==> src/rtl/regfile_scoreboard_if.sv <==
// Decode/writeback-facing bundle of the regfile_scoreboard block.
// The master side drives indices, write data, issue and clear requests.
interface regfile_scoreboard_if #(
    parameter int XLEN = 32,
    parameter int AW   = 5
);
    logic [AW-1:0]   rs1;
    logic [AW-1:0]   rs2;
    logic [XLEN-1:0] RUrs1;
    logic [XLEN-1:0] RUrs2;
    logic [AW-1:0]   rd;
    logic [XLEN-1:0] Datawr;
    logic            RUWr;
    logic            issue_valid;
    logic [AW-1:0]   issue_rd;
    logic            busy_rs1;
    logic            busy_rs2;
    logic            stall;
    logic            clr_req;
    logic            clr_busy;

    modport master (
        output rs1, rs2, rd, Datawr, RUWr, issue_valid, issue_rd, clr_req,
        input  RUrs1, RUrs2, busy_rs1, busy_rs2, stall, clr_busy
    );

    modport slave (
        input  rs1, rs2, rd, Datawr, RUWr, issue_valid, issue_rd, clr_req,
        output RUrs1, RUrs2, busy_rs1, busy_rs2, stall, clr_busy
    );
endinterface

==> src/rtl/regfile_scoreboard.sv <==
// Integer register file with busy scoreboard and multi-cycle clear sweep.
// Optional macro RF_WRITE_BYPASS_EN forwards same-cycle writeback data to the read ports.
module regfile_scoreboard #(
    parameter int XLEN = 32,
    parameter int AW   = 5
) (
    input  logic               CLK,
    input  logic               RSTn,
    regfile_scoreboard_if.slave bus
);
    localparam int NREG = 2 ** AW;

    typedef enum logic {
        IDLE,
        CLEAR
    } state_t;

    state_t          state;
    logic [AW-1:0]   sweep_idx;
    logic            clr_busy_q;
    logic [XLEN-1:0] regs [NREG];
    logic [NREG-1:0] busy;

    logic            wr_en;
    logic            iss_en;
    logic [XLEN-1:0] rdata1;
    logic [XLEN-1:0] rdata2;
    logic            busy1;
    logic            busy2;

    assign wr_en  = (state == IDLE) && bus.RUWr && (bus.rd != '0);
    assign iss_en = (state == IDLE) && bus.issue_valid && (bus.issue_rd != '0);

    // The sweep index starts at 1 and stops on the all-ones compare, so it never wraps to 0.
    always_ff @(posedge CLK or negedge RSTn) begin
        if (!RSTn) begin
            state      <= IDLE;
            sweep_idx  <= AW'(1);
            clr_busy_q <= 1'b0;
        end else begin
            case (state)
                IDLE: begin
                    if (bus.clr_req) begin
                        state      <= CLEAR;
                        sweep_idx  <= AW'(1);
                        clr_busy_q <= 1'b1;
                    end
                end
                CLEAR: begin
                    if (sweep_idx == '1) begin
                        state      <= IDLE;
                        sweep_idx  <= AW'(1);
                        clr_busy_q <= 1'b0;
                    end else begin
                        sweep_idx <= sweep_idx + 1'b1;
                    end
                end
                default: begin
                    state      <= IDLE;
                    sweep_idx  <= AW'(1);
                    clr_busy_q <= 1'b0;
                end
            endcase
        end
    end

    // NOTE: the array is reset because reset must zero every register at once, not only x0.
    always_ff @(posedge CLK or negedge RSTn) begin
        if (!RSTn) begin
            for (int i = 0; i < NREG; i++) regs[i] <= '0;
        end else if (state == CLEAR) begin
            regs[sweep_idx] <= '0;
        end else if (wr_en) begin
            regs[bus.rd] <= bus.Datawr;
        end
    end

    // NOTE: with non-blocking assignments the later one wins, which gives set priority over clear.
    always_ff @(posedge CLK or negedge RSTn) begin
        if (!RSTn) begin
            busy <= '0;
        end else if (state == CLEAR) begin
            busy[sweep_idx] <= 1'b0;
        end else begin
            if (wr_en)  busy[bus.rd]       <= 1'b0;
            if (iss_en) busy[bus.issue_rd] <= 1'b1;
        end
    end

    // NOTE: every output of this block gets a default first so no latch is inferred.
    always_comb begin
        rdata1 = '0;
        rdata2 = '0;
        busy1  = busy[bus.rs1];
        busy2  = busy[bus.rs2];
        if (state == IDLE) begin
            if (bus.rs1 != '0) rdata1 = regs[bus.rs1];
            if (bus.rs2 != '0) rdata2 = regs[bus.rs2];
`ifdef RF_WRITE_BYPASS_EN
            if (wr_en && (bus.rd == bus.rs1)) begin
                rdata1 = bus.Datawr;
                busy1  = iss_en && (bus.issue_rd == bus.rs1);
            end
            if (wr_en && (bus.rd == bus.rs2)) begin
                rdata2 = bus.Datawr;
                busy2  = iss_en && (bus.issue_rd == bus.rs2);
            end
`endif
        end
    end

    assign bus.RUrs1    = rdata1;
    assign bus.RUrs2    = rdata2;
    assign bus.busy_rs1 = busy1;
    assign bus.busy_rs2 = busy2;
    assign bus.clr_busy = clr_busy_q;
    assign bus.stall    = busy1 | busy2 | clr_busy_q;
endmodule

==> src/flat_wrapper.sv <==
// flat-port wrapper written by rule: the top's interface ports become plain ports
module regfile_scoreboard_flat 
#(
    parameter int XLEN = 32,
    parameter int AW   = 5
)
  (CLK, RSTn, bus_rs1, bus_rs2, bus_rd, bus_Datawr, bus_RUWr, bus_issue_valid, bus_issue_rd, bus_clr_req, bus_RUrs1, bus_RUrs2, bus_busy_rs1, bus_busy_rs2, bus_stall, bus_clr_busy);
  regfile_scoreboard_if #(.XLEN(XLEN), .AW(AW)) bus_i ();
  input  logic CLK;
  input  logic RSTn;
  input wire logic [$bits(bus_i.rs1)-1:0] bus_rs1;
  input wire logic [$bits(bus_i.rs2)-1:0] bus_rs2;
  input wire logic [$bits(bus_i.rd)-1:0] bus_rd;
  input wire logic [$bits(bus_i.Datawr)-1:0] bus_Datawr;
  input wire logic [$bits(bus_i.RUWr)-1:0] bus_RUWr;
  input wire logic [$bits(bus_i.issue_valid)-1:0] bus_issue_valid;
  input wire logic [$bits(bus_i.issue_rd)-1:0] bus_issue_rd;
  input wire logic [$bits(bus_i.clr_req)-1:0] bus_clr_req;
  output wire logic [$bits(bus_i.RUrs1)-1:0] bus_RUrs1;
  output wire logic [$bits(bus_i.RUrs2)-1:0] bus_RUrs2;
  output wire logic [$bits(bus_i.busy_rs1)-1:0] bus_busy_rs1;
  output wire logic [$bits(bus_i.busy_rs2)-1:0] bus_busy_rs2;
  output wire logic [$bits(bus_i.stall)-1:0] bus_stall;
  output wire logic [$bits(bus_i.clr_busy)-1:0] bus_clr_busy;
  assign bus_i.rs1 = bus_rs1;
  assign bus_i.rs2 = bus_rs2;
  assign bus_i.rd = bus_rd;
  assign bus_i.Datawr = bus_Datawr;
  assign bus_i.RUWr = bus_RUWr;
  assign bus_i.issue_valid = bus_issue_valid;
  assign bus_i.issue_rd = bus_issue_rd;
  assign bus_i.clr_req = bus_clr_req;
  assign bus_RUrs1 = bus_i.RUrs1;
  assign bus_RUrs2 = bus_i.RUrs2;
  assign bus_busy_rs1 = bus_i.busy_rs1;
  assign bus_busy_rs2 = bus_i.busy_rs2;
  assign bus_stall = bus_i.stall;
  assign bus_clr_busy = bus_i.clr_busy;
  regfile_scoreboard #(.XLEN(XLEN), .AW(AW)) u_core (.CLK(CLK), .RSTn(RSTn), .bus(bus_i));
endmodule
==> config.mk <==
export PLATFORM = sky130hd
export DESIGN_NAME = regfile_scoreboard_flat
export DESIGN_NICKNAME = d
export VERILOG_FILES = /design/src/rtl/regfile_scoreboard_if.sv /design/src/rtl/regfile_scoreboard.sv /design/src/flat_wrapper.sv
export SDC_FILE = /design/constraint.sdc
export NUM_CORES = 2
export LEC_CHECK = 0
export CORE_MARGIN = 2
export CORE_UTILIZATION = 57
export CTS_CLUSTER_DIAMETER = 150
export CTS_CLUSTER_SIZE = 24
export DETAILED_ROUTE_END_ITERATION = 10
export GPL_TIMING_DRIVEN = 0
export PLACE_DENSITY_LB_ADDON = 0.2
export SLEW_MARGIN = 25
export SYNTH_ARGS = -nofsm -noshare
export SYNTH_HDL_FRONTEND = slang
export SYNTH_SLANG_ARGS = --single-unit
==> constraint.sdc <==
create_clock -name CLK -period 5.55 [get_ports CLK]
set_input_delay 0.555 -clock CLK [delete_from_list [all_inputs] [get_ports CLK]]
set_output_delay 0.555 -clock CLK [all_outputs]
set_load 0.03 [all_outputs]
== Word level (Yosys, flattened, before mapping) ==
Index checks and enable logic that the tools add are counted.
Operators by class
  add/sub/neg operators: 1
  order comparisons: 14
  equal/unequal tests: 3
  multiplexer cells: 40
  bitwise logic cells: 14
  reductions and logical operators: 15
Operators by type and width (number)
  1024-bit 2-to-1 mux: 2
  1024-bit AND: 1
  1024-bit bitwise mux: 1
  1024-bit inverter: 1
  32-bit 2-to-1 mux: 14
  32-bit binary-select mux with 5-bit select: 2
  32-bit demux with 5-bit select: 2
  32-bit AND: 2
  32-bit inverter: 2
  32-bit OR: 1
  5-bit by 6-bit less-than comparator with 1-bit output, second input constant: 5
  6-bit >= comparator, second input constant: 4
  5-bit inverter with 6-bit output: 4
  5-bit nonzero test: 4
  1-bit demux with 5-bit select: 3
  5-bit by 1-bit >= comparator with 1-bit output, second input constant: 3
  6-bit by 1-bit less-than comparator with 1-bit output, second input constant: 2
  1-bit binary-select mux with 5-bit select: 2
  5-bit 2-to-1 mux: 2
  5-bit case mux with 2 select lines: 1
  1-bit logical AND: 9
  1-bit 2-to-1 mux: 9
  5-bit by 1-bit adder with 5-bit output, second input constant: 1
  5-bit == test, second input constant: 1
  other kinds (6): 9
Storage, ports and cells
  register bits: 1063
  bits of input ports: 57
  word-level logic and storage cells: 123

== Depth between registers and ports, before layout ==
  word-level depth: 11
  mapped depth: 10
  mapped depth without buffers: 6

== Least setup slack after synthesis ==
Ideal clock, no wire load.
  path type: input port to output port
  start point: in bus_rs1[0]
  end point: out bus_stall
  arrival time: 2666 ps
  required time: 4995 ps
  path slack: 2329 ps
  stages on the path: 6
  path buffers: 2
  cells stage by stage: buf_2 buf_6 mux4_2 mux4_2 mux2_2 or3_1
Between the ends
  word-level cells in the longest chain between the ends: 4
Ends and longest elaborated chain
  from (decl): RTL line flat_wrapper.sv:11  | input wire logic [$bits(bus_i.rs1)-1:0] bus_rs1;
  1-bit binary-select mux with 5-bit select: RTL line regfile_scoreboard.sv:94  | busy1 = busy[bus.rs1];
  1-bit 2-to-1 mux (not written as such): RTL line regfile_scoreboard.sv:94
  net bus_busy_rs1: RTL line flat_wrapper.sv:21  | output wire logic [$bits(bus_i.busy_rs1)-1:0] bus_busy_rs1;
  1-bit OR (2 in series): RTL line regfile_scoreboard.sv:117  | assign bus.stall = busy1 | busy2 | clr_busy_q;
  to (decl): RTL line flat_wrapper.sv:23  | output wire logic [$bits(bus_i.stall)-1:0] bus_stall;
The timed path passes the listed nets, and every way through them passes these cells. The select of a mux whose other input is x is not followed.

== Final worst setup path ==
  start point: in bus_rs1[2]
  end point: out bus_RUrs1[4]
Between the ends
  word-level cells in the longest chain between the ends: 6
  elaborated cells between the ends (all ways): 7
  classes of those cells: mux: 5; bitwise: 1; reduce/logical: 1
Ends and longest elaborated chain
  5-bit inverter with 6-bit output (not written as such): RTL line regfile_scoreboard.sv:97  | if (bus.rs1 != '0) rdata1 = regs[bus.rs1];
  32-bit binary-select mux with 5-bit select: RTL line regfile_scoreboard.sv:97
  32-bit 2-to-1 mux (not written as such) (2 in series): RTL line regfile_scoreboard.sv:97
  32-bit 2-to-1 mux (*): RTL line regfile_scoreboard.sv:97
  32-bit 2-to-1 mux (*): RTL line regfile_scoreboard.sv:96  | if (state == IDLE) begin
  to (decl): RTL line flat_wrapper.sv:19  | output wire logic [$bits(bus_i.RUrs1)-1:0] bus_RUrs1;
Every way passes the cells marked *; elsewhere a longest branch is shown, timed or not. The select of a mux whose other input is x is not followed.

==> flow_metrics.py <==
metrics = {
    "setup_path": {
        "worstPathArrival_ps": 4960,
        "cp-start-kind": "primary input",
        "crit_required_ps": 4990,
        "critPathMaxFanout": 10,
        "r2r_start": "u_core.state$_DFF_PN0_",
        "cp-end-kind": "output pin",
        "critPathLaunch": "bus_rs1[2]",
        "crit_type": "primary input to output pin",
    },
    "synth": {
        "synth_cells": 3811,
        "synth-seq-cells": 1063,
        "synth_area_leaders": "dfrtp_1, mux4_2, a22o_1, clkbuf_1, mux2i_1",
        "ys_seq_area_share_pct": 48.8,
        "async_flop_share_pct": 100,
        "synth_top_area_share_pct": 48.7,
        "synthFlopType": "dfrtp_1",
        "synth-edff-count": 0,
        "synth_area_per_cell_um2": 14.3,
        "synth_nets": 3873,
        "synth_area_leader_cell": "dfrtp_1",
        "synth_area_um2": 54500,
        "ys_warn_count": 0,
        "yosysUniqueCellTypes": 47,
    },
    "cells_and_area": {
        "nets": 4055,
        "final_cells": 5270,
        "final_common_cell": "dfrtp_1",
        "fin_util_pct": 62.2,
        "drive_above_1_share_pct": 19.5,
        "stdcell_area_um2": 59000,
        "area_growth_pct": 8.14,
        "layout_common_cells": "dfrtp_1, a22o_1, mux4_2",
    },
    "outcome": {
        "status": "complete, no violations",
    },
    "sta": {
        "drv_slew": 0,
        "max_freq_mhz": 181,
        "skew_ps": 41.2,
        "period_needed_ps": 5510,
        "finalSetupViolCount": 0,
        "worst_slew_pin_slew_ps": 1130,
        "relSlewSlack_pct": 24.8,
        "rsz0062_at_grt": "no",
        "fin_ws_ps": 35.0,
        "final_hold_viol_count": 0,
        "post-route-period-util_pct": 99.4,
    },
    "placed_design": {
        "hpwl_um": 141000,
        "portBuffers": 119,
        "dp_cells": 5206,
        "routabilityCongestion": 0.982,
        "placed_area_um2": 57600,
        "place_ws_ps": -353,
    },
    "power": {
        "powerDensity_nw_per_um2": 325,
        "leakage_nw": 25.4,
        "peakVddDrop_v": 0.000255,
    },
    "route": {
        "drc_errors": 0,
        "drtPass1Iterations": 7,
        "vias_per_cell": 7.50,
        "vias": 39500,
        "drtIter0Drc": 5323,
        "avgRoutedWirePerCell_um": 34.6,
        "antenna_left": 0,
        "finalWirelength_um": 182000,
    },
    "die": {
        "num_rows": 113,
        "initial_core_util_pct": 57.5,
        "dieArea_um2": 98200,
        "pin_count": 125,
        "core-area_um2": 94900,
        "die_h_um": 313,
        "die_w_um": 313,
    },
    "global_routing": {
        "gr-total-overflow": 0,
        "grt_usage_pct": 37.5,
        "grt_max_degree": 144,
        "antenna_found_initial": 1,
        "grt_pass1_vias": 39400,
        "grt_pass1_wl_um": 269000,
    },
    "min_path": {
        "hold_class": "primary input to asynchronous set/reset pin",
    },
    "clocking": {
        "htree_levels": 2,
        "cts_buffers": 50,
        "cts_tree": "done",
        "clkLatencyLatePin_ps": 710,
        "clockBufferDepth": 3,
        "path_clk_slew_ps": 100,
        "post_cts_buffers": 0,
        "cts-root-buf": "clkbuf_16",
        "clock_sinks": 1063,
    },
    "run": {
        "drv_cap": 0,
    },
}
-- cell usage after synthesis (2+ instances only) --
library cell	number
nor2b_1	4
clkinv_1	62
a32o_1	2
mux4_2	592
clkbuf_1	383
o22ai_1	67
a22o_1	1013
o221ai_1	3
or3b_2	2
nor2_1	107
nand2_1	113
mux2i_1	70
or3_1	4
nand3b_1	4
nor3_1	10
ha_1	5
inv_2	2
buf_1	22
o21ai_0	7
dfrtp_1	1062
nand3_1	3
mux2_2	33
a21oi_1	89
buf_4	4
o32ai_1	3
nand2b_1	7
and2_1	36
inv_1	10
a31oi_1	7
xnor2_1	2
buf_2	62
and3_1	4
nand4bb_1	2
o21ai_1	2
-- timing repair --
action	in CTS	in global routing
setup endpoints to repair	30	9
hold buffers	1	0
hold endpoints to repair	43	0
resized for setup	1	5
-- power breakdown --
group          total [mW]  internal [mW]  switching (mW)
Combinational        4.91           2.39            2.52
Clock                4.26           1.68            2.58
Sequential           9.99           8.94            1.05
Total                19.2           13.0            6.15
-- layout make-up --
type	count	area [um2]
diodes	1	2.50
plain buffers	471	1880
clock buffers	61	1310
clock inverters	2	28.8
fillers	7208	35900
inverters	74	278
multi-input cells	2202	25800
flip-flops and latches	1063	26600
well taps	1265	1580
repair buffers	131	1480
-- routing by layer --
metal	vias to the layer above	GRT usage [%]	wire, um
li1	15700	-	-
met1	20800	54.1	69700
met2	2708	54.4	80500
met3	369	10.1	22700
met4	0	16.4	9300
met5	-	0	0
-- final timing paths --
check	slack, ps	end	cells after the start
min in group CLK	520	u_core.regs[1017]$_DFFE_PN0P_	1
setup / recovery	40	bus_RUrs1[4]	10
setup reg to reg	2200	u_core.regs[986]$_DFFE_PN0P_	6
hold reg to reg	520	u_core.regs[1017]$_DFFE_PN0P_	1
max in group asynchronous	2750	u_core.regs[847]$_DFFE_PN0P_	6
hold / removal	330	u_core.regs[219]$_DFFE_PN0P_	2
-- stage by stage --
step / power (mW) / TNS, ps / hold slack, ps
2_1_floorplan: 13.0 / 0 / 259
3_3_place_gp: 14.6 / - / 484
3_5_place_dp: 14.8 / -5560 / 423
4_1_cts: 19.0 / 0 / 318
5_1_grt: 19.8 / 0 / 360
6_report: 19.2 / 0 / 334
-- registers in the layout, indices dropped and copies added (netlist names) --
signal	count
u_core.regs	1024
u_core.bus.clr_busy	1
u_core.busy	32
u_core.state	1
u_core.sweep_idx	5
-- critical path, stage by stage --
cell             delay, ps
clkdlybuf4s50_1        500
buf_2                  450
buf_2                  480
clkbuf_2               680
buf_2                  430
mux2i_1                130
nor2_1                 230
a21oi_1                180
o22ai_1                510
clkdlybuf4s50_1        790
-- cell families after synthesis --
group                      count (synthesis)  share of synthesized area, %
AOI/OAI and AO/OA                       1199                          18.3
DFF                                     1063                          48.8
muxes                                    695                          26.4
buffers and inverters                    546                          3.94
and+or+nand+nor                          301                          2.46
adders and majority gates                  5                         0.115
xor gates and xnor gates                   2                        0.0321
Power figures use the tool's default switching activity.
